### config.mk
export PLATFORM = sky130hd
export DESIGN_NAME = uart_rx_fifo_flat
export DESIGN_NICKNAME = d
export VERILOG_FILES = /design/src/rtl/uart_rx_fifo_if.sv /design/src/rtl/uart_rx_fifo.sv /design/src/flat_wrapper.sv
export SDC_FILE = /design/constraint.sdc
export NUM_CORES = 1
export LEC_CHECK = 0
export CAP_MARGIN = 40
export CORE_UTILIZATION = 61
export CTS_BUF_LIST = sky130_fd_sc_hd__clkbuf_8
export CTS_CLUSTER_DIAMETER = 40
export DETAILED_ROUTE_END_ITERATION = 8
export PLACE_DENSITY = 0.81
export SYNTH_ARGS = -nofsm -noshare
export SYNTH_HDL_FRONTEND = slang
export SYNTH_SLANG_ARGS = --single-unit
### constraint.sdc
create_clock -name clk -period 3.6 [get_ports clk]
set_input_delay 0.54 -clock clk [delete_from_list [all_inputs] [get_ports clk]]
set_output_delay 0.54 -clock clk [all_outputs]
set_load 0.02 [all_outputs]
### src/rtl/uart_rx_fifo_if.sv
// uart_rx_fifo_if: receiver-side and bus-side signals of uart_rx_fifo.
// nRts exists only when UART_RX_FIFO_RTS_EN is defined.
interface uart_rx_fifo_if #(parameter int Depth = 16);
  localparam int CountWidth = $clog2(Depth) + 1;
  logic [7:0] rxData;
  logic rxDone;
  logic rxErr;
  logic outReady;
  logic clear;
  logic [7:0] outData;
  logic outValid;
  logic [CountWidth-1:0] count;
  logic overflow;
  logic [7:0] errCount;
`ifdef UART_RX_FIFO_RTS_EN
  logic nRts;
  modport master(
    output rxData, rxDone, rxErr, outReady, clear,
    input outData, outValid, count, overflow, errCount, nRts
  );
  modport slave(
    input rxData, rxDone, rxErr, outReady, clear,
    output outData, outValid, count, overflow, errCount, nRts
  );
`else
  modport master(
    output rxData, rxDone, rxErr, outReady, clear,
    input outData, outValid, count, overflow, errCount
  );
  modport slave(
    input rxData, rxDone, rxErr, outReady, clear,
    output outData, outValid, count, overflow, errCount
  );
`endif
endinterface

### src/rtl/uart_rx_fifo.sv
// uart_rx_fifo: byte FIFO behind the UART receiver with sticky overflow and framing-error count.
// Optional UART_RX_FIFO_RTS_EN adds a hysteretic nRts flow-control output.
module uart_rx_fifo #(parameter int Depth = 16) (
  input logic clk,
  input logic nReset,
  uart_rx_fifo_if.slave bus
);
  localparam int AW = $clog2(Depth);
  localparam int CW = AW + 1;
  localparam logic [CW-1:0] FULL = CW'(Depth);
  logic [7:0] mem [Depth];
  logic [AW-1:0] rd_ptr, wr_ptr;
  logic [CW-1:0] cnt, cnt_nxt;
  logic [7:0] err_cnt;
  logic cap_pend, ovf, valid, pop, push, drop;
  assign valid = cnt != '0;
  assign pop = valid && bus.outReady;
  // a full queue still accepts a byte when the head leaves in the same cycle
  assign push = cap_pend && (cnt != FULL || pop);
  assign drop = cap_pend && !push;
  always_comb cnt_nxt = (push && !pop) ? cnt + 1'b1 : (pop && !push) ? cnt - 1'b1 : cnt;
  always_ff @(posedge clk)
    if (push) mem[wr_ptr] <= bus.rxData;
  always_ff @(posedge clk or negedge nReset)
    if (!nReset) begin
      rd_ptr <= '0;
      wr_ptr <= '0;
      cnt <= '0;
      cap_pend <= 1'b0;
      ovf <= 1'b0;
      err_cnt <= '0;
    end else begin
      cap_pend <= bus.rxDone;
      rd_ptr <= pop ? rd_ptr + 1'b1 : rd_ptr;
      wr_ptr <= push ? wr_ptr + 1'b1 : wr_ptr;
      cnt <= cnt_nxt;
      ovf <= drop ? 1'b1 : bus.clear ? 1'b0 : ovf;
      err_cnt <= bus.clear ? {7'd0, bus.rxErr} : (bus.rxErr && err_cnt != 8'hFF) ? err_cnt + 1'b1 : err_cnt;
    end
  assign bus.outValid = valid;
  assign bus.outData = valid ? mem[rd_ptr] : 8'h00;
  assign bus.count = cnt;
  assign bus.overflow = ovf;
  assign bus.errCount = err_cnt;
`ifdef UART_RX_FIFO_RTS_EN
  localparam logic [CW-1:0] RTS_HI = CW'(Depth - 4);
  localparam logic [CW-1:0] RTS_LO = CW'(Depth / 2);
  logic rts;
  always_ff @(posedge clk or negedge nReset)
    if (!nReset) rts <= 1'b0;
    else rts <= cnt_nxt >= RTS_HI ? 1'b1 : cnt_nxt <= RTS_LO ? 1'b0 : rts;
  assign bus.nRts = rts;
`endif
endmodule

### src/flat_wrapper.sv
// flat-port wrapper written by rule: the top's interface ports become plain ports
module uart_rx_fifo_flat 
#(parameter int Depth = 16)
  (clk, nReset, bus_rxData, bus_rxDone, bus_rxErr, bus_outReady, bus_clear, bus_outData, bus_outValid, bus_count, bus_overflow, bus_errCount);
  uart_rx_fifo_if #(.Depth(Depth)) bus_i ();
  input logic clk;
  input logic nReset;
  input wire logic [$bits(bus_i.rxData)-1:0] bus_rxData;
  input wire logic [$bits(bus_i.rxDone)-1:0] bus_rxDone;
  input wire logic [$bits(bus_i.rxErr)-1:0] bus_rxErr;
  input wire logic [$bits(bus_i.outReady)-1:0] bus_outReady;
  input wire logic [$bits(bus_i.clear)-1:0] bus_clear;
  output wire logic [$bits(bus_i.outData)-1:0] bus_outData;
  output wire logic [$bits(bus_i.outValid)-1:0] bus_outValid;
  output wire logic [$bits(bus_i.count)-1:0] bus_count;
  output wire logic [$bits(bus_i.overflow)-1:0] bus_overflow;
  output wire logic [$bits(bus_i.errCount)-1:0] bus_errCount;
  assign bus_i.rxData = bus_rxData;
  assign bus_i.rxDone = bus_rxDone;
  assign bus_i.rxErr = bus_rxErr;
  assign bus_i.outReady = bus_outReady;
  assign bus_i.clear = bus_clear;
  assign bus_outData = bus_i.outData;
  assign bus_outValid = bus_i.outValid;
  assign bus_count = bus_i.count;
  assign bus_overflow = bus_i.overflow;
  assign bus_errCount = bus_i.errCount;
  uart_rx_fifo #(.Depth(Depth)) u_core (.clk(clk), .nReset(nReset), .bus(bus_i));
endmodule
Word level (Yosys, flattened, before mapping)
Memory sizes are Yosys's and may differ from the RTL's.
Cells that the tools add are included.
- add/subtract/negate cells: 5
- eq/ne operators: 2
- multiplexer cells: 9
- reduce and logical (&&, ||, !) cells: 13
- operators with widths (operator ; number):
    8-bit two-way mux ; 3
    5-bit two-way mux ; 2
    4-bit by 1-bit adder with 4-bit output, second input constant ; 2
    8-bit by 1-bit adder with 8-bit output, second input constant ; 1
    8-bit != test, second input constant ; 1
    1-bit logical AND ; 6
    2-bit nonzero test ; 3
    5-bit by 1-bit adder with 5-bit output, second input constant ; 1
    5-bit != test, second input constant ; 1
    5-bit nonzero test ; 1
    5-bit by 1-bit subtractor with 5-bit output, second input constant ; 1
    1-bit two-way mux ; 4
    1-bit zero test ; 2
    1-bit logical OR ; 1
- register bits after elaboration: 23
- RAM bits: 128
- input bits: 14
- output and inout bits: 23
- word-level logic and storage cells: 36
- memories: 1
- memories (name ; words ; width ; read ports ; clocked after Yosys merged registers in ; write ports ; RTL line ; RTL):
    u_core.mem ; 16 ; 8 ; 1 ; 0 ; 1 ; uart_rx_fifo.sv:11 ; logic [7:0] mem [Depth];

Logic depth before layout (Yosys ltp)
- depth after elaboration: 8
- depth in mapped cells: 10
- mapped depth without buffers: 10

Worst setup path before layout
OpenSTA, ideal clock, no wires.
- path type: register to register
- from: reg u_core.cnt[0] (netlist: u_core.bus.count[0])
- to: reg u_core.cnt[4] (netlist: u_core.bus.count[4])
- setup time: 0.136 ns
- arrival time: 2.824 ns
- required time: 3.464 ns
- setup slack: 0.640 ns
- cell stages (with the launch flop): 10
- path buffers: 0
- period minus slack after synthesis: 2.960 ns
- path through: dfrtp_1 -> or4_4 -> or2_4 -> nand2_2 -> ha_1 -> inv_1 -> fa_1 -> a21o_1 -> a2111oi_0 -> o31ai_1
- cells in the longest elaborated chain, start to end: 7
- elaborated cells between the ends (all ways): 14
- classes of those cells: add/sub: 2; eq/ne: 1; mux: 2; reduce/logical: 9
- ends and longest elaborated chain (what ; RTL line ; RTL):
    start, declared ; uart_rx_fifo.sv:13 ; logic [CW-1:0] cnt, cnt_nxt;
    start signal, assigned ; uart_rx_fifo.sv:36 ; cnt <= cnt_nxt;
    branches (longest 7 deep; another with 5-bit by 1-bit subtractor with 5-bit output) ; n/a ;
Parallel ways; which one is timed is not known. The select of a mux whose other input is x is not followed.
A chain may end at the register's enable or synchronous reset.

Worst setup path after layout
- from: reg u_core.rd_ptr[1]
- to: out bus_outData[0]
- cells in the longest elaborated chain, start to end: 2
- ends and longest elaborated chain (what ; RTL line ; RTL):
    start, declared ; uart_rx_fifo.sv:12 ; logic [AW-1:0] rd_ptr, wr_ptr;
    start signal, assigned ; uart_rx_fifo.sv:34 ; rd_ptr <= pop ? rd_ptr + 1'b1 : rd_ptr;
    memory 16 x 8 bit ; n/a ;
    8-bit two-way mux ; uart_rx_fifo.sv:41 ; assign bus.outData = valid ? mem[rd_ptr] : 8'h00;
    end, declared ; flat_wrapper.sv:13 ; output wire logic [$bits(bus_i.outData)-1:0] bus_outData;
No other way between the ends.

==> results.sh <==
export IMPL_final_common_cell="edfxtp_1"
export IMPL_drtPass1Iterations=5
export IMPL_setup_ws_ps=192.4
export IMPL_maxSlewHeadroom_pct=55.17
export IMPL_cp_required_ps=3060
export IMPL_gp_congestion=0.7747
export IMPL_worst_endpoint_arrival_ps=2870
export IMPL_rsz0062_at_grt="no"
export IMPL_grt_ovfl_total=0
export IMPL_cts_resized=0
export IMPL_status="complete, no violations"
export IMPL_r2r_end="u_core.bus.count[4]"
export IMPL_layout_min_cycle_time_ps=3408
export IMPL_ir_drop_uv=482.8
export IMPL_r2r_setup_slack_ps=310
export IMPL_finalSetupViolCount=0
export IMPL_internal_power_w=0.003807
export IMPL_insertion_delay_ps=440
export IMPL_power_share_clock_pct=22.8
export IMPL_coreArea_um2=9910
export IMPL_cp_start_kind="flip-flop"
export IMPL_yosys_top_cells_area="edfxtp_1, dfrtp_1, mux4_2, mux4_1, ha_1"
export IMPL_ioPinCount=37
export IMPL_final_max_slew_viol_count=0
export IMPL_min_path_type="in2async"
export IMPL_ys_async_sr_fraction_pct=15.23
export IMPL_ff2ff_path_depth=9
export IMPL_routedWlPerCell_um=22.92
export IMPL_cp_depth=6
export IMPL_antenna_left=0
export IMPL_crit_buf_inv=2
export IMPL_path_max_fanout=28
export IMPL_post_cts_setup_buffers=0
export IMPL_end_kind="output pin"
export IMPL_worst_setup_path_type="reg2out"
export IMPL_grt_max_degree=29
export IMPL_cts_inserted_buffers=17
export IMPL_vias_per_cell=6.225
export IMPL_final_hold_viol_count=0
export IMPL_synth_ff_type="edfxtp_1"
export IMPL_row_count=36
export IMPL_die_y_um=103.9
export IMPL_synth_top_area_share_pct=60.74
export IMPL_place_area_um2=6940
export IMPL_p_per_area_nw_per_um2=765.8
export IMPL_rr_startpoint="u_core.bus.count[0]"
export IMPL_wirelength_um=12630
export IMPL_cts_tree="built"
export IMPL_grtUsageTotal_pct=25.11
export IMPL_hold_buffers=0
export IMPL_post_dp_hpwl_um=8292
export IMPL_area_growth_pct=15.90
export IMPL_port_buffers=36
export IMPL_cap_violations=0
export IMPL_grt_antenna_before_repair=0
export IMPL_cts_sinks=151
export IMPL_pre_cts_ws_ps=324.1
export IMPL_grt_pass1_wl_um=19460
export IMPL_ys_ff_latch=151
export IMPL_drive_gt1_share_pct=21.53
export IMPL_tns_ps=0
export IMPL_clkTransAtPathRegs_ps=70
export IMPL_syn_avg_cell_area_um2=18.13
export IMPL_nets=431
export IMPL_cp_cell_sequence="buf_12 > mux4_1 > mux2_2 > o21ai_0 > a21oi_1 > clkdlybuf4s50_1"
export IMPL_min_period_over_period_pct=94.65
export IMPL_grt_pass1_vias=3581
export IMPL_tightestPinTransition_ps=670.3
export IMPL_leakage_nw=2.541
export IMPL_cts_root_buf="clkbuf_8"
export IMPL_synth_edff_count=128
export IMPL_die_x_um=103.9
export IMPL_ctsHtreeMaxLevel=4
export IMPL_crit_family="multiplexers"
export IMPL_design_area_um2=7335
export IMPL_start_util_pct=63.86
export IMPL_cts_buffer_depth=2
export IMPL_power_frac_comb_pct=36.0
export IMPL_fmax_mhz=293.5
export IMPL_most_common_layout_cells="edfxtp_1, clkdlybuf4s50_1, mux4_2"
export IMPL_synthCells=349
export IMPL_die_area_um2=10790
export IMPL_drc=0
export IMPL_fin_skew_ps=7.980
export IMPL_power_switching_w=0.001809
export IMPL_diodes=0
export IMPL_cpMaxStageDelayCell="mux4_1"
export IMPL_synth_top_area_cell="edfxtp_1"
export IMPL_sw_frac_of_total_pct=32.21
export IMPL_seq_area_frac_synth_pct=69.83
export IMPL_slowest_delay_ps=620
export IMPL_synth_nets=374
export IMPL_syn_cell_area_um2=6329
export IMPL_drtIter0Drc=252
export IMPL_dr_total_vias=3430
export IMPL_yosys_cell_types_count=50
export IMPL_pwr_share_seq_pct=41.2
export IMPL_yosys_warnings=0
==> area by class of cell <==
class,instances,area [µm²]
Sequential cell,151,4419
Fill cell,588,2575
Multi-Input combinational cell,170,1753
Timing Repair Buffer,55,560.5
Clock buffer,17,234.0
Tap cell,133,166.4
Clock inverter,14,160.2
Inverter,11,41.29
==> cell families (layout without fill, tap and decap cells) <==
| group | Yosys count | in the layout | share of synthesized area, % |
|---|---|---|---|
| compound gates | 39 | 39 | 3.697 |
| simple gates | 57 | 57 | 4.963 |
| xor+xnor | 11 | 11 | 1.522 |
| mux | 52 | 52 | 15.22 |
| flops | 151 | 151 | 69.83 |
| fa+ha+maj | 11 | 11 | 2.293 |
| buf+inv | 28 | 97 | 2.471 |
==> flip-flops by register name, indices dropped and copies added, names as in the netlist <==
| register | count |
|---|---|
| u_core.bus.count | 5 |
| u_core.bus.errCount | 8 |
| u_core.bus.overflow | 1 |
| u_core.cap_pend | 1 |
| u_core.mem | 128 |
| u_core.rd_ptr | 4 |
| u_core.wr_ptr | 4 |
==> worst max path at each step <==
stage	from	to	slack, ps
after floorplan	u_core.bus.count[0]	u_core.bus.count[4]	640
after detailed placement	bus_outReady	u_core.bus.count[4]	320
after CTS	u_core.rd_ptr[1]	bus_outData[0]	120
final	u_core.rd_ptr[1]	bus_outData[0]	190
after global routing	u_core.rd_ptr[1]	bus_outData[0]	40
after global placement	bus_outReady	u_core.bus.count[4]	470
==> synth_stat cells, types with 6 or more instances <==
master,instances
nor2_1,13
buf_2,6
ha_1,10
nand2_1,9
dfrtp_1,23
a21oi_1,14
mux2_2,10
mux2i_1,10
nand3_1,6
inv_1,10
xnor2_1,9
mux4_2,24
edfxtp_1,128
mux4_1,8
o21ai_0,13
==> through the flow <==
| step | power [W] | hold WS [ps] | util (%) | cells |
|---|---|---|---|---|
| 6_report | 0.005617 | 382.4 | 74.02 | 551 |
| 5_1_grt | 0.005873 | 389.5 | 74.02 | 551 |
| 4_1_cts | 0.005646 | 366.6 | 74.02 | 551 |
| 3_5_place_dp | 0.004376 | 541.8 | 70.04 | 520 |
| 3_3_place_gp | 0.004288 | 529.4 | 69.76 | 519 |
| 2_1_floorplan | 0.003675 | 244.4 | - | 349 |
==> per-layer routing <==
layer	track usage, %	part of all wire [%]	up-vias	wire [µm]
li1	-	-	1497	-
met1	32.18	40	1751	5004
met2	41.52	52	158	6509
met3	5.890	6.5	24	826
met4	10.82	2.3	0	289
met5	0	0	-	0
==> power groups by stage <==
stage          clock [W]  combinational (W)  sequential [W]
6_report         0.00128            0.00202         0.00232
5_1_grt          0.00136            0.00217         0.00234
4_1_cts          0.00130            0.00204         0.00231
3_5_place_dp           0            0.00203         0.00235
3_3_place_gp           0            0.00197         0.00232
2_1_floorplan          0            0.00139         0.00228
(Power assumes the default switching activity.)
